$ cat src/rtl/instr_cache_fill_ctrl.sv
// Instruction-cache refill engine: fetches one B-byte block word by word and presents it to the sets.
// Optional build macro INSTR_FILL_CRITICAL_WORD_FIRST_EN starts the fetch at the missing word.
module instr_cache_fill_ctrl #(
  parameter int B      = 64,
  parameter int ADDR_W = 32
) (
  input  logic              clk,
  input  logic              reset,
  input  logic              CacheMiss,
  input  logic [ADDR_W-1:0] MissAddr,
  input  logic              Flush,
  output logic              MemReq,
  output logic [ADDR_W-1:0] MemAddr,
  input  logic              MemAck,
  input  logic [31:0]       MemRData,
  output logic              RepReady,
  output logic [B*8-1:0]    RepBlock,
  output logic              FillBusy,
  output logic [1:0]        dbg_state
);

  localparam int WORDS = B / 4;
  localparam int IDX_W = $clog2(WORDS);
  localparam int OFF_W = $clog2(B);
  localparam int TAG_W = ADDR_W - OFF_W;
  localparam logic [IDX_W-1:0] LAST = IDX_W'(WORDS - 1);

  typedef enum logic [1:0] {
    IDLE  = 2'd0,
    FETCH = 2'd1,
    DONE  = 2'd2
  } state_t;

  state_t             state_q, state_d;
  logic [TAG_W-1:0]   blk_q, blk_d;
  logic [IDX_W-1:0]   idx_q, idx_d;
  logic [IDX_W-1:0]   cnt_q, cnt_d;
  logic [IDX_W-1:0]   start_idx;
  logic               req_d, rdy_d, busy_d, wr_en;
  logic [ADDR_W-1:0]  addr_d;
  logic               unused_low_bits;

`ifdef INSTR_FILL_CRITICAL_WORD_FIRST_EN
  assign start_idx = MissAddr[OFF_W-1:2];
`else
  assign start_idx = '0;
`endif

  assign unused_low_bits = ^MissAddr[OFF_W-1:0];
  assign dbg_state       = state_q;

  // Memory handshake: MemReq/MemAddr stay stable until a cycle with MemAck=1; that
  // edge consumes MemRData. MemAck with MemReq=0 or together with Flush is ignored.
  always_comb begin
    state_d = state_q;
    blk_d   = blk_q;
    idx_d   = idx_q;
    cnt_d   = cnt_q;
    req_d   = MemReq;
    addr_d  = MemAddr;
    rdy_d   = RepReady;
    wr_en   = 1'b0;
    if (Flush) begin
      state_d = IDLE;
      cnt_d   = '0;
      req_d   = 1'b0;
      addr_d  = '0;
      rdy_d   = 1'b0;
    end else begin
      case (state_q)
        IDLE: begin
          if (CacheMiss) begin
            state_d = FETCH;
            blk_d   = MissAddr[ADDR_W-1:OFF_W];
            idx_d   = start_idx;
            cnt_d   = '0;
          end
        end
        FETCH: begin
          // First FETCH cycle only raises the request; later cycles wait for acks.
          if (!MemReq) begin
            req_d  = 1'b1;
            addr_d = {blk_q, idx_q, 2'b00};
          end else if (MemAck) begin
            wr_en = 1'b1;
            idx_d = idx_q + 1'b1;
            cnt_d = cnt_q + 1'b1;
            if (cnt_q == LAST) begin
              state_d = DONE;
              req_d   = 1'b0;
              addr_d  = '0;
              rdy_d   = 1'b1;
            end else begin
              addr_d = {blk_q, idx_d, 2'b00};
            end
          end
        end
        DONE: begin
          if (!CacheMiss) begin
            state_d = IDLE;
            rdy_d   = 1'b0;
          end
        end
        default: begin
          state_d = IDLE;
          req_d   = 1'b0;
          rdy_d   = 1'b0;
        end
      endcase
    end
    busy_d = (state_d != IDLE);
  end

  always_ff @(posedge clk or negedge reset) begin
    if (!reset) begin
      state_q  <= IDLE;
      blk_q    <= '0;
      idx_q    <= '0;
      cnt_q    <= '0;
      MemReq   <= 1'b0;
      MemAddr  <= '0;
      RepReady <= 1'b0;
      RepBlock <= '0;
      FillBusy <= 1'b0;
    end else begin
      state_q  <= state_d;
      blk_q    <= blk_d;
      idx_q    <= idx_d;
      cnt_q    <= cnt_d;
      MemReq   <= req_d;
      MemAddr  <= addr_d;
      RepReady <= rdy_d;
      FillBusy <= busy_d;
      if (wr_en) RepBlock[32*idx_q +: 32] <= MemRData;
    end
  end

endmodule

$ cat config.mk
export PLATFORM = sky130hd
export DESIGN_NAME = instr_cache_fill_ctrl
export DESIGN_NICKNAME = d
export VERILOG_FILES = /design/src/rtl/instr_cache_fill_ctrl.sv
export SDC_FILE = /design/constraint.sdc
export NUM_CORES = 1
export LEC_CHECK = 0
export ABC_AREA = 0
export BUFFER_PORTS_ARGS = -buffer_cell sky130_fd_sc_hd__buf_2
export CAP_MARGIN = 30
export CORE_AREA = 2 2 242 244
export CTS_CLUSTER_DIAMETER = 40
export DETAILED_ROUTE_END_ITERATION = 6
export DIE_AREA = 0 0 244 246
export PLACE_DENSITY = 0.72
export SETUP_SLACK_MARGIN = 0.05
export SYNTH_ARGS = -nofsm -noshare
export SYNTH_HDL_FRONTEND = slang
export SYNTH_SLANG_ARGS = --single-unit
$ cat constraint.sdc
create_clock -name clk -period 5.55 [get_ports clk]
set_input_delay 0.8325 -clock clk [delete_from_list [all_inputs] [get_ports clk]]
set_output_delay 0.8325 -clock clk [all_outputs]
set_load 0.05 [all_outputs]
==> results.py, run 1 <==
metrics = {
    "power_and_ir_drop": {
        "p_sw_mw": 3.41,
        "power_frac_seq_pct": 39.2,
        "internal_power_mw": 8.19,
        "power_mw": 11.6,
        "p_comb_share_pct": 12.5,
        "powerDensity_nw_per_um2": 371,
        "p_clk_share_pct": 48.4,
        "p_leak_nw": 16.3,
        "power.share.switching_pct": 29.4,
        "max-vdd-ir-drop_v": 0.000301,
    },
    "sta": {
        "report.final.slew_viol_count": 0,
        "skew_ns": 0.0308,
        "max_slew.worst_pin.slew_ns": 1.04,
        "hold_viol": 0,
        "final.min_clock_period_ns": 4.27,
        "fin_tns_setup_ns": 0,
        "fmax_mhz": 234,
        "timing.final.ws_setup_ns": 1.28,
        "period_share_pct": 76.9,
        "relSlewSlack_pct": 30.6,
        "setup_viol": 0,
        "fin_hold_ws_ns": 0.248,
        "grt_setup_unrepaired": "false",
    },
    "synthesis": {
        "synth.distinct_cells": 61,
        "synth.area.top_cells": "dfrtp_1, o21ai_0, nand2_1",
        "synthFlopType": "dfrtp_1",
        "synthArstFlopShare_pct": 100,
        "yosys_register_bits": 581,
        "yosysSeqAreaShare_pct": 59.4,
        "netlist_area_um2": 24500,
        "avgSynthCellArea_um2": 10.6,
        "ys_warn_count": 0,
        "synth_cells": 2317,
        "yosysTopAreaCell": "dfrtp_1",
        "synth_top_cell_area_share_pct": 59.4,
        "synth_edf_count": 0,
    },
    "finish": {
        "fin_cells": 3681,
        "nFillCells": 4881,
        "layout.nets": 2915,
        "multi_input_area_um2": 8480,
        "seqCellArea_um2": 14500,
        "drive_gt1_share_pct": 32.5,
        "final_core_util_pct": 54.5,
        "area_growth_pct": 27.7,
        "fin_area_um2": 31300,
    },
    "drt": {
        "via_per_inst": 5.74,
        "ant_nets": 0,
        "wl_per_cell_um": 25.3,
        "drt_iter0_markers": 2138,
        "dr_total_vias": 21100,
        "drt_wl_total_um": 93000,
        "drc": 1,
        "dr.pass1.iters": 7,
    },
    "global_route": {
        "grt_pass1_vias": 20700,
        "grt_remaining_overflow": 0,
        "grt_pass1_wl_um": 135000,
        "antenna_found_initial": 3,
        "grt_start_max_net_pins": 160,
        "grt_use_total_pct": 30.3,
    },
    "clocking": {
        "ctsResizeCount": 0,
        "cts_tree": "done",
        "postCtsSetupBuffers": 0,
        "clock_latency_ns": 0.63,
        "cts-root-buf": "clkbuf_16",
        "cts_buffers": 85,
        "cts-htree-levels": 3,
        "path_clk_slew_ns": 0.05,
        "clockBufferDepth": 3,
        "cts.sinks": 581,
        "ctsHoldBuffers": 0,
    },
    "worst_setup_path": {
        "regToRegSetupSlack_ns": 1.28,
        "slowest_stage": "nor2_2",
        "required_ns": 6.03,
        "r2r-end": "RepBlock[145]$_DFFE_PN0P_",
        "r2r-start": "idx_q[0]$_DFFE_PN0P_",
        "setup.worst_path.start_class": "register",
        "worst-setup-path-type": "register to register",
        "slowest_delay_ns": 1.04,
        "setup.worst_path.start": "idx_q[0]$_DFFE_PN0P_",
        "cp_max_fo": 27,
        "setup.worst_path.end": "RepBlock[145]$_DFFE_PN0P_",
        "crit_path_end_kind": "register",
        "critPathArrivalTime_ns": 4.74,
        "path_cells": "nor3_1 > ha_1 > clkinv_1 > nor2_2 > nand3_1 > buf_4 > o41ai_1",
        "rr_worst_depth": 7,
    },
    "place": {
        "hpwl_um": 61300,
        "pre_cts_ws_ns": 1.15,
        "place_congestion": 0.887,
        "placed_cells": 3518,
        "numPortBuffers": 609,
        "placed_area_um2": 28200,
    },
    "hold_path": {
        "hp-class": "input pin to asynchronous set/reset pin",
    },
    "status": {
        "status": "finished with violations",
        "failed_checks": "design-rule violations",
    },
    "floorplanning": {
        "fp-row-count": 88,
        "die_area_um2": 60000,
        "die_h_um": 246,
        "die_w_um": 244,
        "pin_count": 618,
        "start_util_pct": 42.7,
        "coreArea_um2": 57400,
    },
    "flow_run": {
        "maxCapViolations": 0,
    },
}
## sequential cells by signal, summed over array words and instances, names as in the netlist
| name | flops |
|---|---|
| FillBusy | 1 |
| MemAddr | 30 |
| MemReq | 1 |
| RepBlock | 512 |
| RepReady | 1 |
| blk_q | 26 |
| cnt_q | 4 |
| dbg_state | 2 |
| idx_q | 4 |
## synth_stat cells (3+ instances only)
cell type,instances
and3b_1,3
dfrtp_1,581
mux2_1,5
o41ai_2,3
o41ai_1,112
buf_2,33
nand4_1,49
mux2_2,90
a21oi_1,5
buf_1,7
xor2_1,4
o21ai_0,286
o2111ai_1,3
a21o_1,52
ha_1,4
nor3_1,71
nand3_1,70
nand2_1,286
clkbuf_1,163
or2_2,3
o31ai_1,42
o21bai_1,3
mux2i_1,66
or3b_2,3
nor4_1,3
inv_1,186
and2_1,4
clkbuf_2,15
a22o_1,29
nand2b_1,34
nor2b_1,5
nor2_1,31
and3_1,29
buf_4,5
## metal layers
metal	track usage [%]	vias to the layer above	wire length, um
met2	46.1	1204	42300
met1	39.9	10600	36700
met3	7.69	235	9050
met5	0	-	13
met4	16.5	2	4990
li1	-	9114	-
## how the worst min path moves through the flow
stage / slack [ns] / start / endpoint
6_report: 0.25 / reset / RepBlock[11]$_DFFE_PN0P_
5_1_grt: 0.30 / reset / RepBlock[11]$_DFFE_PN0P_
4_1_cts: 0.26 / reset / RepBlock[11]$_DFFE_PN0P_
3_5_place_dp: 0.46 / RepBlock[179]$_DFFE_PN0P_ / RepBlock[179]$_DFFE_PN0P_
3_3_place_gp: 0.45 / RepBlock[179]$_DFFE_PN0P_ / RepBlock[179]$_DFFE_PN0P_
2_1_floorplan: 0.46 / blk_q[4]$_DFFE_PN0P_ / MemAddr[10]$_DFFE_PN0P_
## cell usage in the layout, fill, tap and decap left out, types with 4 or more instances in the layout
cell type,instances
mux2_2,90
nand3_1,70
nand2b_1,34
nor3_1,62
a22o_1,29
nor2_1,31
mux2_1,5
o31ai_1,42
mux2i_1,66
a21oi_1,4
clkinvlp_4,8
buf_4,40
and3_1,28
nor2b_1,4
and2_1,4
clkinv_2,17
nand2_1,282
o41ai_1,112
clkbuf_16,87
buf_2,608
nor3_2,9
o21ai_0,286
a21o_1,52
inv_6,12
inv_1,186
clkinv_4,6
clkbuf_1,6
clkbuf_8,5
dfrtp_1,581
nand4_1,49
buf_12,7
nand2_2,5
bufinv_16,10
## power groups by stage
stage	clock, mW	combinational (mW)	sequential, mW
final	5.61	1.45	4.54
after global routing	5.87	1.52	4.56
after CTS	5.66	1.45	4.54
after detailed placement	0	1.44	4.60
after global placement	0	1.41	4.60
after floorplan	0	0.398	5.11
## layout make-up
cell class	count	share of cell area (%)
diodes	3	0.0240
clock buffers	98	7.25
clock inverters	60	2.31
inverters	188	2.26
multi-input cells	1325	27.1
flip-flops and latches	581	46.5
well taps	765	3.06
repair buffers	661	11.5
## critical path, delay by kind of cell, from the launching register on
kind            cells  cell delay, ns
buf+inv             2            1.06
compound gates      1            0.35
fa+ha+maj           1            0.63
simple gates        3            1.33
flops               1            0.73
## logic make-up (layout without fill, tap and decap cells)
kind of cell             count (synthesis)  after routing  share of synthesized area, %
adder cells (fa/ha/maj)                  4              4                         0.204
buffers and inverters                  412           1007                          6.67
AND/OR/NAND/NOR                        607            607                          11.9
AO/OA/AOI/OAI                          546            546                          14.6
other                                    1              5                        0.0153
XOR/XNOR                                 5              5                         0.179
multiplexers                           161            161                          7.07
flip-flops                             581            581                          59.4
Note: power is estimated with default switching activity, not from simulation.
==> run 2, diff against run 1 <==
Settings changed: CORE_AREA 2 2 242 244 to 2 2 238 240, DIE_AREA 0 0 244 246 to 0 0 240 242, PLACE_DENSITY 0.72 to 0.74.
Clock period 5.55 ns to 4.1 ns, I/O delays scaled along.
==> results.py, run 2 (synthesized netlist as in run 1, its figures left out) <==
metrics = {
    "global_route": {
        "grt_pass1_wl_um": 136000,
        "grt_remaining_overflow": 0,
        "antenna_found_initial": 4,
        "grt_pass1_vias": 21200,
        "grt_use_total_pct": 31.4,
        "grt_start_max_net_pins": 115,
    },
    "finish": {
        "top_regs": "RepBlock x512, MemAddr x30, blk_q x26",
        "largest-register": "RepBlock",
        "largest_reg_flops": 512,
        "final_common_cell": "buf_2",
        "layout_common_cells": "buf_2, dfrtp_1, o21ai_0",
        "fin_cells": 3686,
        "area_growth_pct": 28.2,
        "layout.nets": 2931,
        "nFillCells": 4749,
        "drive_gt1_share_pct": 32.9,
    },
    "place": {
        "hpwl_um": 61200,
        "place_congestion": 0.857,
        "numPortBuffers": 609,
        "placed_cells": 3525,
    },
    "worst_setup_path": {
        "slowest_delay_ns": 0.73,
        "regToRegSetupSlack_ns": 0.54,
        "cp_max_fo": 52,
        "rr_worst_depth": 9,
        "slowest_stage": "or2_2",
        "required_ns": 4.55,
        "worst-setup-path-type": "register to register",
        "crit_path_end_kind": "register",
        "r2r-end": "RepBlock[399]$_DFFE_PN0P_",
        "setup.worst_path.start": "idx_q[2]$_DFFE_PN0P_",
        "critPathArrivalTime_ns": 4.01,
        "path_cells": "nor3_1 > ha_1 > buf_4 > clkinv_1 > buf_4 > nand2_2 > buf_4 > or2_2 > o31ai_1",
        "setup.worst_path.start_class": "register",
        "r2r-start": "idx_q[2]$_DFFE_PN0P_",
        "crit_top_cell": "buf_4",
    },
    "drt": {
        "dr.pass1.iters": 7,
        "wl_per_cell_um": 25.2,
        "drt_wl_total_um": 92700,
        "drt_iter0_markers": 2004,
        "via_per_inst": 5.79,
        "ant_nets": 0,
        "drc": 0,
        "dr_total_vias": 21300,
    },
    "power_and_ir_drop": {
        "power_mw": 15.9,
        "powerDensity_nw_per_um2": 505,
        "p_leak_nw": 16.3,
        "max-vdd-ir-drop_v": 0.000463,
    },
    "clocking": {
        "path_clk_slew_ns": 0.06,
        "cts-htree-levels": 3,
        "postCtsSetupBuffers": 0,
        "clock_latency_ns": 0.63,
        "ctsHoldBuffers": 0,
        "ctsResizeCount": 0,
        "cts-root-buf": "clkbuf_16",
        "cts_tree": "done",
        "cts_buffers": 86,
        "clockBufferDepth": 3,
        "cts.sinks": 581,
    },
    "hold_path": {
        "hp-class": "input pin to asynchronous set/reset pin",
    },
    "sta": {
        "relSlewSlack_pct": 29.8,
        "period_share_pct": 86.7,
        "max_slew.worst_pin.slew_ns": 1.05,
        "hold_viol": 0,
        "fin_tns_setup_ns": 0,
        "setup_viol": 0,
        "skew_ns": 0.0206,
        "report.final.slew_viol_count": 0,
        "fmax_mhz": 281,
        "grt_setup_unrepaired": "false",
        "final.min_clock_period_ns": 3.56,
    },
    "floorplanning": {
        "fp-row-count": 87,
        "coreArea_um2": 55700,
        "die_w_um": 240,
        "die_h_um": 242,
        "start_util_pct": 43.9,
        "die_area_um2": 58100,
        "pin_count": 618,
    },
    "flow_run": {
        "maxCapViolations": 0,
    },
    "status": {
        "status": "finished, final reports clean",
    },
}
run 2: routing by layer:
layer / GRT usage (%) / part of all wire (%) / up-vias
met4: 18.8 / 6.1 / 2
li1: - / - / 9135
met1: 40.2 / 39 / 10700
met2: 48.1 / 46 / 1263
met3: 8.04 / 9.5 / 285
met5: 0 / 0.014 / -
run 2: cell type report:
cell class,count,area [um^2],share of cell area [%]
timing repair buffer,676,3670,11.7
tap,756,946,3.01
clock inverter,55,696,2.22
inverter,188,706,2.25
sequential,581,14500,46.3
clock buffer,103,2360,7.50
multi-input combinational,1325,8480,27.0
antenna,2,5.00,0.0159
run 2: per-stage QoR:
step / hold WS [ns] / area (um^2) / worst slack [ns] / utilization [%]
3_3_place_gp: 0.453 / 28300 / 0.784 / 50.7
4_1_cts: 0.0482 / 31400 / 0.631 / 56.3
5_1_grt: 0.0834 / 31400 / 0.365 / 56.3
2_1_floorplan: 0.319 / 24500 / 1.29 / -
3_5_place_dp: 0.457 / 28300 / 0.639 / 50.8
6_report: 0.0327 / 31400 / 0.544 / 56.3
run 2: worst max path at each step:
stage,endpoint,cells past startpoint
floorplan,RepBlock[2]$_DFFE_PN0P_,12
global placement,RepBlock[404]$_DFFE_PN0P_,9
detailed placement,RepBlock[399]$_DFFE_PN0P_,9
CTS,RepBlock[411]$_DFFE_PN0P_,9
global route,RepBlock[152]$_DFFE_PN0P_,9
finish,RepBlock[399]$_DFFE_PN0P_,9
run 2: worst max-delay path: cells and delay by family, from the launching register on:
family	cells	cell delay, ns
buf+inv	4	1.11
simple gates	3	0.90
flops	1	0.68
fa+ha+maj	1	0.45
compound gates	1	0.20
run 2: power breakdown:
group	switching, mW	total, mW	leakage [nW]	internal (mW)
clock	2.82	7.72	1.48	4.90
sequential	0.151	6.14	7.26	5.99
combinational	1.59	2.00	7.60	0.411
total	4.56	15.9	16.3	11.3
